[src/rtl/lsu_mem_stage.sv]
// lsu_mem_stage: load/store stage sitting behind decode/ALU.
// Runs one transaction at a time on a req/gnt/rvalid data-memory port.
// Returns an aligned, sign- or zero-extended load result for writeback.
// Optional feature macro: MISALIGN_TRAP_EN adds the `misalign` output.
// With the macro, misaligned SH/SW trap without touching memory.
module lsu_mem_stage #(
    parameter int unsigned TIMEOUT_CYCLES = 255
) (
    input  logic        clk,
    input  logic        rst_n,
    input  logic        start,
    output logic        ready,
    input  logic [5:0]  alucode,
    input  logic        is_load,
    input  logic        is_store,
    input  logic [31:0] addr,
    input  logic [31:0] wdata,
    input  logic [4:0]  rd_in,
    output logic        mem_req,
    output logic        mem_we,
    output logic [31:0] mem_addr,
    output logic [3:0]  mem_be,
    output logic [31:0] mem_wdata,
    input  logic        mem_gnt,
    input  logic        mem_rvalid,
    input  logic [31:0] mem_rdata,
    output logic        done,
    output logic [31:0] load_data,
    output logic [4:0]  rd_out,
    output logic        reg_we_out,
    output logic        bus_err
`ifdef MISALIGN_TRAP_EN
   ,output logic        misalign
`endif
);

    // Load/store alucodes, matching the decoder's define.vh encoding
    localparam logic [5:0] ALU_LB  = 6'd9;
    localparam logic [5:0] ALU_LH  = 6'd10;
    localparam logic [5:0] ALU_LW  = 6'd11;
    localparam logic [5:0] ALU_LBU = 6'd12;
    localparam logic [5:0] ALU_LHU = 6'd13;
    localparam logic [5:0] ALU_SB  = 6'd14;
    localparam logic [5:0] ALU_SH  = 6'd15;
    localparam logic [5:0] ALU_SW  = 6'd16;

    // A limit of zero means the timeout never fires
    localparam bit         TO_EN  = (TIMEOUT_CYCLES != 0);
    localparam logic [8:0] TO_LIM = 9'(TIMEOUT_CYCLES);

    typedef enum logic [1:0] {S_IDLE, S_REQ, S_WAIT, S_DONE} state_t;

    function automatic logic is_ld_code(input logic [5:0] op);
        return (op == ALU_LB) || (op == ALU_LH) || (op == ALU_LW) ||
               (op == ALU_LBU) || (op == ALU_LHU);
    endfunction

    function automatic logic is_st_code(input logic [5:0] op);
        return (op == ALU_SB) || (op == ALU_SH) || (op == ALU_SW);
    endfunction

    function automatic logic [3:0] store_be(input logic [5:0] op, input logic [1:0] off);
        case (op)
            ALU_SB:  return 4'b0001 << off;
            ALU_SH:  return off[1] ? 4'b1100 : 4'b0011;
            default: return 4'b1111;
        endcase
    endfunction

    // Replicate the store data across all byte lanes so the enables pick the lane
    function automatic logic [31:0] store_data(input logic [5:0] op, input logic [31:0] d);
        case (op)
            ALU_SB:  return {4{d[7:0]}};
            ALU_SH:  return {2{d[15:0]}};
            default: return d;
        endcase
    endfunction

    function automatic logic [31:0] load_extract(input logic [5:0] op, input logic [1:0] off,
                                                 input logic [31:0] w);
        logic [7:0]  b;
        logic [15:0] h;
        case (off)
            2'd0:    b = w[7:0];
            2'd1:    b = w[15:8];
            2'd2:    b = w[23:16];
            default: b = w[31:24];
        endcase
        h = off[1] ? w[31:16] : w[15:0];
        case (op)
            ALU_LB:  return {{24{b[7]}}, b};
            ALU_LBU: return {24'd0, b};
            ALU_LH:  return {{16{h[15]}}, h};
            ALU_LHU: return {16'd0, h};
            default: return w;
        endcase
    endfunction

    state_t      state_q, state_d;
    logic        ready_q, ready_d;
    logic        mem_req_q, mem_req_d;
    logic        mem_we_q, mem_we_d;
    logic [31:0] mem_addr_q, mem_addr_d;
    logic [3:0]  mem_be_q, mem_be_d;
    logic [31:0] mem_wdata_q, mem_wdata_d;
    logic        done_q, done_d;
    logic [31:0] load_data_q, load_data_d;
    logic [4:0]  rd_out_q, rd_out_d;
    logic        reg_we_out_q, reg_we_out_d;
    logic        bus_err_q, bus_err_d;
    logic [5:0]  op_q, op_d;
    logic [1:0]  off_q, off_d;
    logic [4:0]  rd_q, rd_d;
    logic [7:0]  cnt_q, cnt_d;
`ifdef MISALIGN_TRAP_EN
    logic        misalign_q, misalign_d;
`endif

    logic ld_ok, st_ok, to_hit;

    // Next-state and registered-output computation for the access FSM
    always_comb begin
        state_d      = state_q;
        ready_d      = ready_q;
        mem_req_d    = mem_req_q;
        mem_we_d     = mem_we_q;
        mem_addr_d   = mem_addr_q;
        mem_be_d     = mem_be_q;
        mem_wdata_d  = mem_wdata_q;
        done_d       = 1'b0;
        load_data_d  = load_data_q;
        rd_out_d     = rd_out_q;
        reg_we_out_d = 1'b0;
        bus_err_d    = 1'b0;
        op_d         = op_q;
        off_d        = off_q;
        rd_d         = rd_q;
        cnt_d        = cnt_q;
`ifdef MISALIGN_TRAP_EN
        misalign_d   = 1'b0;
`endif
        ld_ok  = is_load && !is_store && is_ld_code(alucode);
        st_ok  = is_store && !is_load && is_st_code(alucode);
        to_hit = TO_EN && (({1'b0, cnt_q} + 9'd1) >= TO_LIM);

        case (state_q)
            S_IDLE: begin
                if (start && (is_load || is_store)) begin
                    ready_d  = 1'b0;
                    rd_out_d = rd_in;
                    if (ld_ok || st_ok) begin
                        state_d     = S_REQ;
                        mem_req_d   = 1'b1;
                        mem_we_d    = st_ok;
                        mem_addr_d  = {addr[31:2], 2'b00};
                        mem_be_d    = st_ok ? store_be(alucode, addr[1:0]) : 4'b1111;
                        mem_wdata_d = st_ok ? store_data(alucode, wdata) : 32'd0;
                        op_d        = alucode;
                        off_d       = addr[1:0];
                        rd_d        = rd_in;
                        cnt_d       = 8'd0;
`ifdef MISALIGN_TRAP_EN
                        // Misaligned halfword/word stores trap before any bus activity
                        if (st_ok && (((alucode == ALU_SH) && addr[0]) ||
                                      ((alucode == ALU_SW) && (addr[1:0] != 2'b00)))) begin
                            state_d     = S_DONE;
                            mem_req_d   = mem_req_q;
                            mem_we_d    = mem_we_q;
                            mem_addr_d  = mem_addr_q;
                            mem_be_d    = mem_be_q;
                            mem_wdata_d = mem_wdata_q;
                            done_d      = 1'b1;
                            load_data_d = 32'd0;
                            misalign_d  = 1'b1;
                        end
`endif
                    end else begin
                        // Conflicting op flags or alucode mismatch: complete with no access
                        state_d     = S_DONE;
                        done_d      = 1'b1;
                        load_data_d = 32'd0;
                    end
                end
            end
            S_REQ: begin
                if (mem_gnt) begin
                    mem_req_d = 1'b0;
                    cnt_d     = cnt_q + 8'd1;
                    if (mem_we_q) begin
                        state_d  = S_DONE;
                        done_d   = 1'b1;
                        rd_out_d = rd_q;
                    end else begin
                        state_d  = S_WAIT;
                    end
                end else if (to_hit) begin
                    state_d     = S_DONE;
                    mem_req_d   = 1'b0;
                    done_d      = 1'b1;
                    bus_err_d   = 1'b1;
                    load_data_d = 32'd0;
                    rd_out_d    = rd_q;
                end else begin
                    cnt_d = cnt_q + 8'd1;
                end
            end
            S_WAIT: begin
                if (mem_rvalid) begin
                    state_d      = S_DONE;
                    done_d       = 1'b1;
                    load_data_d  = load_extract(op_q, off_q, mem_rdata);
                    rd_out_d     = rd_q;
                    reg_we_out_d = (rd_q != 5'd0);
                end else if (to_hit) begin
                    state_d     = S_DONE;
                    done_d      = 1'b1;
                    bus_err_d   = 1'b1;
                    load_data_d = 32'd0;
                    rd_out_d    = rd_q;
                end else begin
                    cnt_d = cnt_q + 8'd1;
                end
            end
            S_DONE: begin
                state_d = S_IDLE;
                ready_d = 1'b1;
            end
            default: begin
                state_d   = S_IDLE;
                ready_d   = 1'b1;
                mem_req_d = 1'b0;
            end
        endcase
    end

    // State and output registers; reset drops the bus request immediately
    always_ff @(posedge clk or negedge rst_n) begin
        if (!rst_n) begin
            state_q      <= S_IDLE;
            ready_q      <= 1'b1;
            mem_req_q    <= 1'b0;
            mem_we_q     <= 1'b0;
            mem_addr_q   <= 32'd0;
            mem_be_q     <= 4'd0;
            mem_wdata_q  <= 32'd0;
            done_q       <= 1'b0;
            load_data_q  <= 32'd0;
            rd_out_q     <= 5'd0;
            reg_we_out_q <= 1'b0;
            bus_err_q    <= 1'b0;
            op_q         <= 6'd0;
            off_q        <= 2'd0;
            rd_q         <= 5'd0;
            cnt_q        <= 8'd0;
`ifdef MISALIGN_TRAP_EN
            misalign_q   <= 1'b0;
`endif
        end else begin
            state_q      <= state_d;
            ready_q      <= ready_d;
            mem_req_q    <= mem_req_d;
            mem_we_q     <= mem_we_d;
            mem_addr_q   <= mem_addr_d;
            mem_be_q     <= mem_be_d;
            mem_wdata_q  <= mem_wdata_d;
            done_q       <= done_d;
            load_data_q  <= load_data_d;
            rd_out_q     <= rd_out_d;
            reg_we_out_q <= reg_we_out_d;
            bus_err_q    <= bus_err_d;
            op_q         <= op_d;
            off_q        <= off_d;
            rd_q         <= rd_d;
            cnt_q        <= cnt_d;
`ifdef MISALIGN_TRAP_EN
            misalign_q   <= misalign_d;
`endif
        end
    end

    assign ready      = ready_q;
    assign mem_req    = mem_req_q;
    assign mem_we     = mem_we_q;
    assign mem_addr   = mem_addr_q;
    assign mem_be     = mem_be_q;
    assign mem_wdata  = mem_wdata_q;
    assign done       = done_q;
    assign load_data  = load_data_q;
    assign rd_out     = rd_out_q;
    assign reg_we_out = reg_we_out_q;
    assign bus_err    = bus_err_q;
`ifdef MISALIGN_TRAP_EN
    assign misalign   = misalign_q;
`endif

endmodule

[config.mk]
export PLATFORM = sky130hd
export DESIGN_NAME = lsu_mem_stage
export DESIGN_NICKNAME = d
export VERILOG_FILES = /design/src/rtl/lsu_mem_stage.sv
export SDC_FILE = /design/constraint.sdc
export NUM_CORES = 1
export LEC_CHECK = 0
export CORE_MARGIN = 1
export CORE_UTILIZATION = 46
export DETAILED_ROUTE_END_ITERATION = 12
export PLACE_DENSITY = 0.85
export SLEW_MARGIN = 20
export SYNTH_ARGS = -nofsm -noshare
export SYNTH_HDL_FRONTEND = slang
export SYNTH_SLANG_ARGS = --single-unit
[constraint.sdc]
create_clock -name clk -period 2.3 [get_ports clk]
set_input_delay 0.46 -clock clk [delete_from_list [all_inputs] [get_ports clk]]
set_output_delay 0.46 -clock clk [all_outputs]
set_load 0.01 [all_outputs]
==> flow_metrics.py <==
metrics = {
    "run_status": {
        "status": "finished, final reports clean",
    },
    "sta": {
        "period_share": 0.9731,
        "max_freq_mhz": 446.8,
        "maxSlewHeadroom": 0.5063,
        "setup_violations": 0,
        "worstMarginPinSlew_ns": 0.7390,
        "period_minus_slack_ns": 2.238,
        "slew_violations": 0,
        "tns_ns": 0,
        "clock-skew-final_ns": 0.01270,
        "hold_viol": 0,
    },
    "logic_synthesis": {
        "synth_flop_cell": "dfrtp_1",
        "synth_cell_types": 67,
        "synth_most_common_cell": "nand2_1",
        "synth_seq_cells": 132,
        "synthTopCellsByCount": "158 x nand2_1, 131 x dfrtp_1, 68 x o21ai_0",
        "netlist.top_cell.by_area": "dfrtp_1",
        "synthTopCellsByArea": "dfrtp_1 49%, nand2_1 8.9%, o21ai_0 5.1%",
        "yosysSeqAreaShare": 0.4946,
        "synthArstFlopShare": 1.000,
        "syn-mean-instance-area_sq_um": 9.669,
        "synthesis.area_sq_um": 6681,
        "yosysTopAreaCellShare": 0.4906,
        "syn_inst": 691,
        "ys_warn_count": 0,
        "synth_edf_count": 0,
    },
    "global_route": {
        "grt_pass1_vias": 6465,
        "gr-total-overflow": 0,
        "grt_pass1_wl_microns": 31860,
        "antenna_found_initial": 0,
        "grt_max_degree": 55,
        "track_usage": 0.2759,
    },
    "critical_path": {
        "r2r-end": "load_data[15]",
        "cp-end-kind": "register",
        "rr_worst_depth": 9,
        "arrival_ns": 2.54,
        "startpoint_type": "register",
        "cp-startpoint": "cnt_q[0]",
        "cp_max_fo": 8,
        "required_ns": 2.60,
        "r2r_setup_slack_ns": 0.06,
        "crit_end": "load_data[15]",
        "worstSetupPathType": "reg -> reg",
        "r2r_start": "cnt_q[0]",
    },
    "route": {
        "first_iter_violations": 414,
        "drc": 0,
        "vias": 6365,
        "wirelength_microns": 19900,
        "wl_per_cell_microns": 17.26,
        "first_pass_iters": 5,
        "ant_nets": 0,
        "viasPerCell": 5.520,
    },
    "clock_tree": {
        "cts_tree": "built",
        "cts_made_buffers": 17,
        "cts.path.max_buffers": 2,
        "h-tree-depth": 4,
        "cts_sinks": 132,
        "clockRootBuffer": "clkbuf_16",
        "cts.clk_slew.worst_paths_ns": 0.07,
        "clk_latency_ns": 0.43,
    },
    "job": {
        "maxCapViolations": 0,
    },
    "floorplan": {
        "die_w_microns": 122.5,
        "die_h_microns": 122.5,
        "rows": 43,
        "initial_core_util": 0.4758,
        "core_area_sq_um": 14040,
        "fp.dieArea_sq_um": 15010,
        "ios": 225,
    },
    "placement": {
        "port-buffer-count": 222,
        "gp_congestion": 0.8496,
        "dp_cells": 1115,
        "place_area_sq_um": 9550,
        "dp_hpwl_microns": 14320,
    },
    "final_layout": {
        "fin_nets": 1081,
        "num-fill-cells": 982,
        "antennaDiodeCount": 0,
        "final_area_sq_um": 10270,
        "area_delta_synth_final_pct": 53.75,
        "fin_util": 0.7315,
        "drive_gt1_frac": 0.1531,
        "fin_cells": 1153,
    },
    "power_and_ir_drop": {
        "total_power_mw": 10.46,
        "p_per_area_nw_per_um2": 1019,
        "p_leak_nw": 4.594,
        "peakVddDrop_uv": 644.7,
    },
    "worst_hold_path": {
        "hold_class": "in -> async",
    },
}
## critical path, cell delays in order (launching register included)
cell and delay (ns):
dfrtp_2 0.44, inv_1 0.14, ha_4 0.22, nor2_2 0.11, o21ai_2 0.07, o32ai_4 0.31
and2_4 0.23, o2111ai_4 0.20, clkbuf_16 0.25, o2bb2ai_1 0.12
## stage by stage
stage | setup slack, ns | hold WS [ns]
after global routing | -0.04004 | 0.4663
after detailed placement | -0.3448 | 0.3369
after CTS | 0.05602 | 0.4420
final | 0.06180 | 0.4474
after floorplan | 0.1859 | 0.1644
after global placement | -0.2831 | 0.3383
## power breakdown
group,switching [mW],leakage (nW),internal [mW]
clock,1.16,0.281,1.54
combinational,2.14,2.55,2.30
sequential,0.434,1.76,2.89
## logic make-up after synthesis
logic type	synth area share
xor gates and xnor gates	0.003933
other	0.0005613
DFF	0.4946
buffers and inverters	0.04756
and+or+nand+nor	0.1661
AOI/OAI and AO/OA	0.2096
muxes	0.06461
adders and majority gates	0.01311
## worst min path at each step
| stage | from | to | depth (start not counted) |
|---|---|---|---|
| 2_1_floorplan | rst_n | bus_err | 0 |
| 3_3_place_gp | rst_n | mem_wdata[31] | 1 |
| 3_5_place_dp | rst_n | mem_wdata[31] | 1 |
| 4_1_cts | rst_n | mem_wdata[31] | 2 |
| 5_1_grt | rst_n | mem_wdata[31] | 2 |
| 6_report | rst_n | mem_wdata[31] | 2 |
## final cells by class
class	count	area [sq um]	share of cell area
clock buffers	17	425.4	0.04141
flip-flops and latches	132	3306	0.3218
clock inverters	15	161.4	0.01571
multi-input cells	484	3127	0.3044
well taps	180	225.2	0.02192
repair buffers	289	2893	0.2816
inverters	36	135.1	0.01315
## registers in the layout, indices dropped and copies added, names as in the netlist
| signal | count |
|---|---|
| rd_q | 5 |
| op_q | 6 |
| mem_be | 4 |
| bus_err | 1 |
| mem_wdata | 32 |
| mem_req | 1 |
| off_q | 2 |
| mem_we | 1 |
| load_data | 32 |
| state_q | 2 |
| ready | 1 |
| mem_addr | 30 |
| reg_we_out | 1 |
| rd_out | 5 |
| done | 1 |
| cnt_q | 8 |
## metal layers
layer,up-vias,track usage,wire length (microns)
li1,2963,-,-
met1,3087,0.3297,7956
met2,269,0.4593,9804
met3,46,0.09851,1637
met4,0,0.09375,498
met5,-,0,0
## layout by cell type, fill, tap and decap left out, types with 6 or more instances in the layout
| cell type | netlist | routed |
|---|---|---|
| dfrtp_1 | 131 | 130 |
| buf_4 | 2 | 53 |
| mux2i_1 | 24 | 24 |
| a22o_1 | 10 | 10 |
| nand2_1 | 158 | 158 |
| o2bb2ai_2 | 10 | 10 |
| buf_12 | 0 | 10 |
| o2bb2ai_1 | 17 | 17 |
| a21o_1 | 10 | 10 |
| inv_1 | 36 | 36 |
| nor2b_1 | 9 | 9 |
| mux4_2 | 8 | 8 |
| clkdlybuf4s50_1 | 0 | 221 |
| nand4_1 | 8 | 8 |
| a21oi_1 | 17 | 17 |
| ha_1 | 7 | 6 |
| nand3_1 | 10 | 9 |
| nor2_1 | 35 | 34 |
| clkbuf_16 | 0 | 19 |
| o21ai_0 | 68 | 67 |
| a221oi_1 | 16 | 16 |
## repair_timing
item,4_1_cts,5_1_grt
resized for setup,0,9
setup buffers,0,2
endpoints found under the setup margin,0,38
endpoints found under the hold margin,23,0
hold buffers,1,0
Power figures use the tool's default switching activity.
